[src/rtl/instr_fetch_unit.sv]
// Instruction fetch stage: owns the PC, fetches one word per instruction
// over a req/valid handshake and holds the split fields until execute is done.
module instr_fetch_unit #(
    parameter logic [15:0] RESET_PC = 16'h0000,
    parameter int unsigned MAX_WAIT = 15
) (
    input  logic        CLK,
    input  logic        Reset,
    output logic [15:0] InstAddr,
    output logic        InstReq,
    input  logic [15:0] InstData,
    input  logic        InstValid,
    output logic [4:0]  OPCODE,
    output logic        flagbit,
    output logic [9:0]  IMM,
    output logic        IRValid,
    input  logic        ExecDone,
    input  logic        PCWrite,
    input  logic [15:0] PCTarget,
    output logic [15:0] PCPlus1,
    output logic        FetchErr
);

    typedef enum logic [1:0] {
        FETCH,
        WAIT,
        EXEC,
        HALT
    } stateT;

    localparam logic [7:0] WaitLimit = 8'(MAX_WAIT);

    stateT       state;
    stateT       stateNext;
    logic [15:0] pc;
    logic [15:0] pcNext;
    logic [15:0] ir;
    logic [7:0]  waitCnt;
    logic [7:0]  waitCntNext;
    logic        irLoad;
    logic        errSet;

    assign InstAddr = pc;
    assign PCPlus1  = pc + 16'd1;
    assign OPCODE   = ir[15:11];
    assign flagbit  = ir[10];
    assign IMM      = ir[9:0];
    assign IRValid  = (state == EXEC);

    always_comb begin
        stateNext   = state;
        pcNext      = pc;
        waitCntNext = waitCnt;
        irLoad      = 1'b0;
        errSet      = 1'b0;
        unique case (state)
            // FETCH lingers one cycle after reset so the strobe can rise
            FETCH: begin
                waitCntNext = '0;
                if (InstReq) begin
                    stateNext = WAIT;
                end
            end
            WAIT: begin
                if (InstValid) begin
                    irLoad    = 1'b1;
                    stateNext = EXEC;
                end else begin
                    waitCntNext = waitCnt + 8'd1;
                    if (waitCntNext == WaitLimit) begin
                        errSet    = 1'b1;
                        stateNext = HALT;
                    end
                end
            end
            EXEC: begin
                if (ExecDone) begin
                    pcNext    = PCWrite ? PCTarget : PCPlus1;
                    stateNext = FETCH;
                end
            end
            HALT: begin
                stateNext = HALT;
            end
        endcase
    end

    always_ff @(posedge CLK) begin
        if (Reset) begin
            state    <= FETCH;
            pc       <= RESET_PC;
            ir       <= '0;
            waitCnt  <= '0;
            InstReq  <= 1'b0;
            FetchErr <= 1'b0;
        end else begin
            state   <= stateNext;
            pc      <= pcNext;
            waitCnt <= waitCntNext;
            InstReq <= (stateNext == FETCH);
            if (irLoad) begin
                ir <= InstData;
            end
            if (errSet) begin
                FetchErr <= 1'b1;
            end
        end
    end

endmodule

[config.mk]
export PLATFORM = sky130hd
export DESIGN_NAME = instr_fetch_unit
export DESIGN_NICKNAME = d
export VERILOG_FILES = /design/src/rtl/instr_fetch_unit.sv
export SDC_FILE = /design/constraint.sdc
export NUM_CORES = 1
export LEC_CHECK = 0
export BUFFER_PORTS_ARGS = -buffer_cell sky130_fd_sc_hd__buf_4
export CAP_MARGIN = 20
export CORE_MARGIN = 3
export CORE_UTILIZATION = 53
export CTS_BUF_LIST = sky130_fd_sc_hd__clkbuf_8 sky130_fd_sc_hd__clkbuf_16
export CTS_CLUSTER_DIAMETER = 60
export DETAILED_ROUTE_END_ITERATION = 10
export PLACE_DENSITY = 0.93
export SLEW_MARGIN = 15
export SYNTH_ARGS = -nofsm -noshare
export SYNTH_HDL_FRONTEND = slang
export SYNTH_SLANG_ARGS = --single-unit
[constraint.sdc]
create_clock -name CLK -period 4.5 [get_ports CLK]
set_clock_uncertainty 0.05 [all_clocks]
set_input_delay 0 -clock CLK [delete_from_list [all_inputs] [get_ports CLK]]
set_output_delay 0 -clock CLK [all_outputs]
set_load 0.05 [all_outputs]
==> impl_summary.md, run 1 <==
Logic synthesis
The biggest area contributor in the post-synthesis netlist is sky130_fd_sc_hd__dfxtp_1. In this run, distinct cell masters in the synthesized netlist total 53. The sequential area share after synthesis is 36.78%.

Counting instances in the post-synthesis netlist gives the leading cell types as sky130_fd_sc_hd__nand2_1, sky130_fd_sc_hd__dfxtp_1, sky130_fd_sc_hd__a21oi_1, sky130_fd_sc_hd__clkbuf_1, sky130_fd_sc_hd__nor2_1. In this run the biggest area consumer among cell types represents a little under two fifths of the synthesized area. By area the synthesized netlist is led by sky130_fd_sc_hd__dfxtp_1, sky130_fd_sc_hd__nand2_1, sky130_fd_sc_hd__a21oi_1, sky130_fd_sc_hd__clkbuf_1, sky130_fd_sc_hd__nor3_1. The synthesized instance count is roughly 320. The mapped netlist covers 2395 µm².

The most used flip-flop cell after synthesis is sky130_fd_sc_hd__dfxtp_1. Yosys mapped a number of flops with a built-in enable equal to 0. The post-synthesis register bit count is 44. The leading cell type by number of instances after synthesis is sky130_fd_sc_hd__nand2_1. The average cell area after synthesis is 7.603 µm².

The share of flip-flops with an asynchronous set or reset after synthesis is 0%. The number of nets produced by synthesis is 355. The number of warnings printed during yosys synthesis is 0.

CTS
CTS saw 44 sinks. The number of gates resized after CTS was 0. The CTS H-tree depth is 2. Clock-pin slew was measured on the worst setup and hold paths at around 80 ps.

The number of buffers inserted by post-CTS setup repair is 0. In this run, post-CTS hold repair placed 22 buffers. In this run the clock root is driven by a sky130_fd_sc_hd__clkbuf_8. The total CTS buffers is 5.

The maximum number of buffers from clock root to sink is 2. The source-to-sink clock delay at the later pin of the worst-skew pair is 310 ps. TritonCTS built the clock tree.

Placement
Before CTS, the worst setup slack after placement is 2180 ps. In this run the cell area measured after placement is around 3000 µm². Once detailed placement completed, the half-perimeter wirelength came to approximately 4600 µm. The congestion estimate from routability-driven global placement came to slightly above 0.8. Port buffering added between 80 and 90 buffers.

Worst setup path
The arrival time of data at the critical path endpoint is ~2400 ps. The capturing element type of the critical path is an output pin. The worst setup path is launched from a flop.

The standard cell with the maximum stage delay on the critical path is sky130_fd_sc_hd__nor4_1. The data required time at the worst endpoint is between 4000 and 5000 ps. The worst-path maximum fanout is 10. By startpoint and endpoint, the worst setup path is classified as flop to output pin. The largest stage delay on the critical path is 550 ps. The critical path goes through ha_1 > nand3_1 > nor4_1 > xor2_1 > buf_4.

Final layout
The number of antenna repair diodes is 0. At the end of the flow the core is filled with cells to 80.69%. The proportion of layout cells with a drive suffix above 1 is between 20% and 30%. The number of nets in the final layout is 446.

Compared with the post-synthesis result, the final layout area differs by 40.60%. After routing the design area is roughly 3400 µm².

Detailed routing
The post-detailed-route DRC marker count is 0. The detailed-route wire length is 7429 µm. In this run the remaining antenna-violating nets after routing total 0. The via density per instance is 6.018. The routed wirelength normalized by instance count is between 15 and 20 µm. The initial detailed-routing violation count is 292. Summing over every cut layer, the via total after detailed routing is 2744. The total iterations of the first detailed-routing run is 5.

Global route
The number of global-route vias before repair was around 2600. Across every metal layer, demand over resource in global routing totals 28.36%. The first global-routing pass estimated ~12000 µm of wire. The number of antenna violations at the first check in global routing came to 0. The remaining global-route overflow is 0. The maximum number of pins on one net before global-route repair is 52.

Pwr
The portion of total power attributed to the clock network is about 37%. The internal cell power is just under 700 µW. The part of the power in registers is 43.7%. The combinational cell fraction of total power is between 10% and 20%. Of the total power, the share spent switching nets is about 28%. VDD sags by at most around 210 µV. The power density normalized to cell area is around 290 nW/µm². The reported leakage power is 0.001422 µW. The switching power is ~270 µW.

Timing
The total count of hold-check failures in the final report was 0. The final worst slack is 2076 ps. The final worst-path cycle share is between 50% and 60%. For the finished layout, the period the worst path requires is 2424 ps. The final count of pins violating max slew was 0. Setup violations remaining at the end of the flow were counted as 0. The actual transition at the worst max-transition pin is between 800 and 900 ps. Timing would allow up to about 0.41 GHz. Setup repair after global routing left no endpoint under its margin. The setup TNS is 0 ps. The max-slew headroom at the worst pin is 41.45%.

Min path
The class of the worst hold path is input port to flop.

Floorplanning
Measured along the x axis, the die boundary spans 73.22 µm. The core region is 4173 µm². During I/O placement, the number of pins put on the boundary was between 80 and 90. In this run the vertical extent of the chip is around 73 µm. The number of core rows is 23. The effective utilization at floorplan is 57.39%. The floorplan step defined a die boundary enclosing around 5400 µm².

Run
The number of max-cap violations is 0.

Run status
The flow ran to the end, and the final reports show no timing, DRC or antenna violations.
worst max-delay path, delay by kind of cell, from the launching register on:
family	cells	cell delay, ps
AND/OR/NAND/NOR	2	800
flip-flops	1	540
adder cells (fa/ha/maj)	1	290
XOR/XNOR	1	210
buffers and inverters	1	220
per-layer routing:
metal	up-vias	wire (µm)	track usage [%]
met5	-	0	0
met4	0	127	8.402
met3	20	614	7.300
met2	135	3841	49.26
met1	1286	2846	34.13
li1	1303	-	-
placed cells by master (no fill, tap or decap), types with 6 or more instances in the layout:
| cell | instances |
|---|---|
| sky130_fd_sc_hd__o21ai_0 | 9 |
| sky130_fd_sc_hd__nand2_1 | 58 |
| sky130_fd_sc_hd__dfxtp_1 | 44 |
| sky130_fd_sc_hd__xnor2_1 | 8 |
| sky130_fd_sc_hd__nand3_1 | 11 |
| sky130_fd_sc_hd__inv_1 | 6 |
| sky130_fd_sc_hd__xor2_1 | 7 |
| sky130_fd_sc_hd__a31oi_1 | 6 |
| sky130_fd_sc_hd__buf_4 | 88 |
| sky130_fd_sc_hd__nor2_1 | 18 |
| sky130_fd_sc_hd__dlygate4sd3_1 | 22 |
| sky130_fd_sc_hd__nor3_1 | 14 |
| sky130_fd_sc_hd__a21oi_1 | 32 |
metrics by stage:
stage / total power [µW] / cells / hold WS (ps)
floorplan: 533.7 / 315 / 86.05
global placement: 588.5 / 426 / 196.1
detailed placement: 592.5 / 426 / 208.5
CTS: 959.8 / 455 / 1.768
global route: 993.8 / 456 / 21.94
finish: 962.6 / 456 / 9.592
path summary, 6_finish.rpt:
path	start	end	slack, ps	depth (start not counted)
max reg2reg	state[1]$_SDFF_PP0_	InstAddr[13]$_SDFFE_PP0P_	2120	4
min reg2reg	ir[1]$_SDFFE_PP0P_	ir[1]$_SDFFE_PP0P_	410	2
max	InstAddr[0]$_SDFFE_PP0P_	PCPlus1[14]	2080	5
min	ExecDone	InstReq$_SDFF_PP0_	10	3
cells by family after synthesis:
kind of cell / synth area share (%)
AO/OA/AOI/OAI: 20.48
adder cells (fa/ha/maj): 1.568
AND/OR/NAND/NOR: 29.99
buffers and inverters: 5.277
XOR/XNOR: 5.486
flip-flops: 36.78
multiplexers: 0.4180
flip-flops by register name (all words and copies together), names as in the netlist:
register	count
ir	16
waitCnt	8
InstAddr	16
FetchErr	1
InstReq	1
state	2
cell type report:
class	count	area [µm²]
timing repair buffer	110	880.8
sequential	44	880.8
fill	255	805.8
tap	50	62.56
inverter	7	26.28
clock inverter	2	60.06
clock buffer	5	68.82
multi-input combinational	238	1388
power groups by stage:
stage	clock (µW)	combinational, µW	sequential, µW
CTS	361	179	420
global placement	0	161	427
floorplan	0	75.0	459
finish	357	184	421
detailed placement	0	164	429
global route	374	197	424
(Power assumes the default switching activity.)
==> inputs of run 2 (changes only) <==
CORE_UTILIZATION = 45   (was 53)
PLACE_DENSITY = 0.85   (was 0.93)
clock period = 2.01 ns   (was 4.5 ns; I/O delays follow)
==> run 2 against run 1 <==
Effect of this change:
- combinational power grew 140%
- core utilization shrank 6.4 points
- final area grew 9.1%
- cell count grew 7.7%
- register-to-register slack lost 1900 ps
- die area grew 16%
- clock power grew 100%
- flip-flop and latch count is the same
- critical path type unchanged
- highest routed layer unchanged
==> impl_summary.md, run 2 (synthesis results as in run 1) <==
Final layout
The count of placed standard cells in the final layout, fillers left out is 491 (+7.7%). The post-route standard cell area excluding fillers is 3674 µm² (+9.1%). The count of fill cells added during filler insertion came to 388 (+52%). The sequential cell area in the final layout is 904.6 µm² (+2.7%). The number of nets in the final layout came to 463 (+3.8%). In the layout the commonest cells are sky130_fd_sc_hd__buf_4, sky130_fd_sc_hd__nand2_1, sky130_fd_sc_hd__a21oi_1, sky130_fd_sc_hd__dfxtp_1, sky130_fd_sc_hd__dlygate4sd3_1.

The total area of multi-input combinational cells is 1525 µm² (+9.9%). The proportion of layout cells with a drive suffix above 1 is 35.14% (+11 points). The end-of-flow core utilization is 74.33% (-6.4 points). The growth of design area from synthesis to finish is 53.40%. Leaving out fill and tap cells, the most frequent cell in the layout is sky130_fd_sc_hd__buf_4. The number of antenna repair diodes is 0 (unchanged).

Placement
The total cell area at the placement stage is 3266 µm² (+8.5%). The instance count after placement with tap cells included is 457 (+7.3%). The final estimated routing congestion in global placement is 0.8461 (+4.4%). The number of port buffers came to 87 (unchanged). The post-detailed-placement half-perimeter wirelength is 4803 µm (+5.1%).

Worst setup path
The data required time at the worst endpoint was 1960 ps (-2490 ps). The path depth of the worst reg2reg path is 5 (+1). The type of the worst setup path is flop to output pin. The worst-path maximum fanout was 5 (-5).

The capturing element type of the critical path is an output pin. The arrival time of data at the critical path endpoint is 1960 ps (-410 ps). STA classifies the critical path startpoint as a flop.

Floorplanning
The height of the die is 78.95 µm (+7.8%). The number of primary I/O pins is 88 (unchanged). The horizontal die dimension is 78.95 µm (+7.8%). The number of core rows is 25 (+8.7%). The full die area was 6233 µm² (+16%). The effective utilization at floorplan is 48.46% (-8.9 points). The area of the placeable core is 4942 µm² (+18%).

CTS
The clock input transition at the sequential cells of the worst setup and hold paths is 90 ps (about the same). The source-to-sink clock delay at the later pin of the worst-skew pair was 300 ps (about the same). The total CTS buffers is 5 (unchanged).

The number of sinks handled by clock tree synthesis is 44 (unchanged). The cell sitting at the root of the clock tree is a sky130_fd_sc_hd__clkbuf_8. The CTS H-tree depth came to 2 (unchanged). The clock tree from TritonCTS is done.

The maximum number of buffers from clock root to sink came to 2 (unchanged).

Pwr
The switching portion of total power is 29.12% (+1.3 points). The portion of total power attributed to the clock network was 34.7% (-2.4 points). The worst IR drop on VDD is 489.3 µV (+130%). The part of the power in registers is 43.9% (+0.2 points).

The post-layout total power came to 2098 µW (+120%). The switching power came to 610.9 µW (+130%). The reported leakage power is 0.001574 µW (+11%).

The power density normalized to cell area is 571.1 nW/µm² (+100%). The internal cell power is 1487 µW (+110%). The combinational cell fraction of total power was 21.3% (+2.2 points).

Run status
The flow ran to the end, and the final reports show no timing, DRC or antenna violations.

Timing
Timing would allow up to between 0.4 and 0.5 GHz. The final critical-path required period is 2008 ps. After layout, the worst path uses 99.90% of the clock period. The max-slew headroom at the worst pin is 65.84% (+24 points). The number of failing setup endpoints in the final timing report came to 0 (unchanged). The actual transition at the worst max-transition pin was 512.3 ps (-363.3 ps).

The worst hold slack is 7.511 ps (-2.080 ps). Setup repair after global routing could not meet its margin everywhere. The final count of pins violating max slew was 0 (unchanged).

The total count of hold-check failures in the final report was 0 (unchanged).

Detailed routing
The total iterations of the first detailed-routing run is 5 (unchanged). The routed wirelength normalized by instance count was 15.11 µm (-7.3%). The via total after detailed routing is 2712 (-1.2%). The initial detailed-routing violation count was 249 (-15%). The via density per instance is 5.523 (-8.2%).

The post-detailed-route DRC marker count is 0 (unchanged). The number of nets with antenna violations after detailed routing was 0 (unchanged). The detailed-route wire length is 7419 µm (-0.13%).

Global route
The maximum number of pins on one net before global-route repair is 50 (-3.8%). The number of global-route vias before repair is 2621 (+2.1%). The remaining global-route overflow is 0 (unchanged).

The number of antenna violations at the first check in global routing came to 0 (unchanged). The wire length of the first global-routing pass was 12070 µm (+1.2%). The global-route usage over all layers is 23.61% (-4.8 points).

Min path
The class of the worst hold path is input port to flop. The worst hold path cell count is 3 (unchanged).

Run
The number of max-cap violations is 0 (unchanged).
==> run 2: final timing paths <==
path | startpoint | endpoint | slack, ps
max | InstAddr[0]$_SDFFE_PP0P_ | PCPlus1[12] | 2
min | ExecDone | InstReq$_SDFF_PP0_ | 8
max reg2reg | InstAddr[0]$_SDFFE_PP0P_ | InstAddr[10]$_SDFFE_PP0P_ | 200
min reg2reg | ir[12]$_SDFFE_PP0P_ | ir[12]$_SDFFE_PP0P_ | 410
==> run 2: critical path, cell delays in order, from the launching register on <==
cell	delay (ps)
sky130_fd_sc_hd__dfxtp_2	340
sky130_fd_sc_hd__ha_1	230
sky130_fd_sc_hd__nand3_2	170
sky130_fd_sc_hd__nor4_2	460
sky130_fd_sc_hd__xor2_2	220
sky130_fd_sc_hd__buf_4	230
==> run 2: power by group through the flow <==
stage / combinational (µW) / sequential (µW) / clock, µW
4_1_cts: 440 / 923 / 740
3_5_place_dp: 406 / 943 / 0
6_report: 447 / 922 / 729
2_1_floorplan: 170 / 1030 / 0
3_3_place_gp: 401 / 941 / 0
5_1_grt: 478 / 927 / 771
==> run 2: layout make-up <==
cell class                 count  share of cell area [%]
multi-input combinational    238                   41.52
timing repair buffer         127                   27.55
sequential                    44                   24.63
tap                           67                   2.282
clock buffer                   6                   2.248
clock inverter                 2                   1.056
inverter                       7                  0.7153
==> run 2: through the flow <==
stage	TNS, ps	worst slack (ps)
6_report	0	2.029
5_1_grt	-188.4	-70.93
4_1_cts	0	13.33
3_5_place_dp	0	100.3
3_3_place_gp	0	188.1
2_1_floorplan	-14.78	-7.985
==> run 2: what timing repair did <==
| action | 4_1_cts | 5_1_grt |
|---|---|---|
| buffers inserted | 1 | 2 |
| endpoints found under the hold margin | 23 | 0 |
| pin swaps | 1 | 0 |
| gates resized for setup | 4 | 4 |
| hold buffers | 22 | 0 |
| endpoints found under the setup margin | 5 | 6 |
==> run 2: routing by layer <==
layer / global-route usage (%) / vias up / wire, µm
met5: 0 / - / 0
li1: - / 1330 / -
met1: 28.95 / 1250 / 3063
met4: 4.467 / 0 / 66
met3: 7.256 / 8 / 744
met2: 41.09 / 124 / 3544
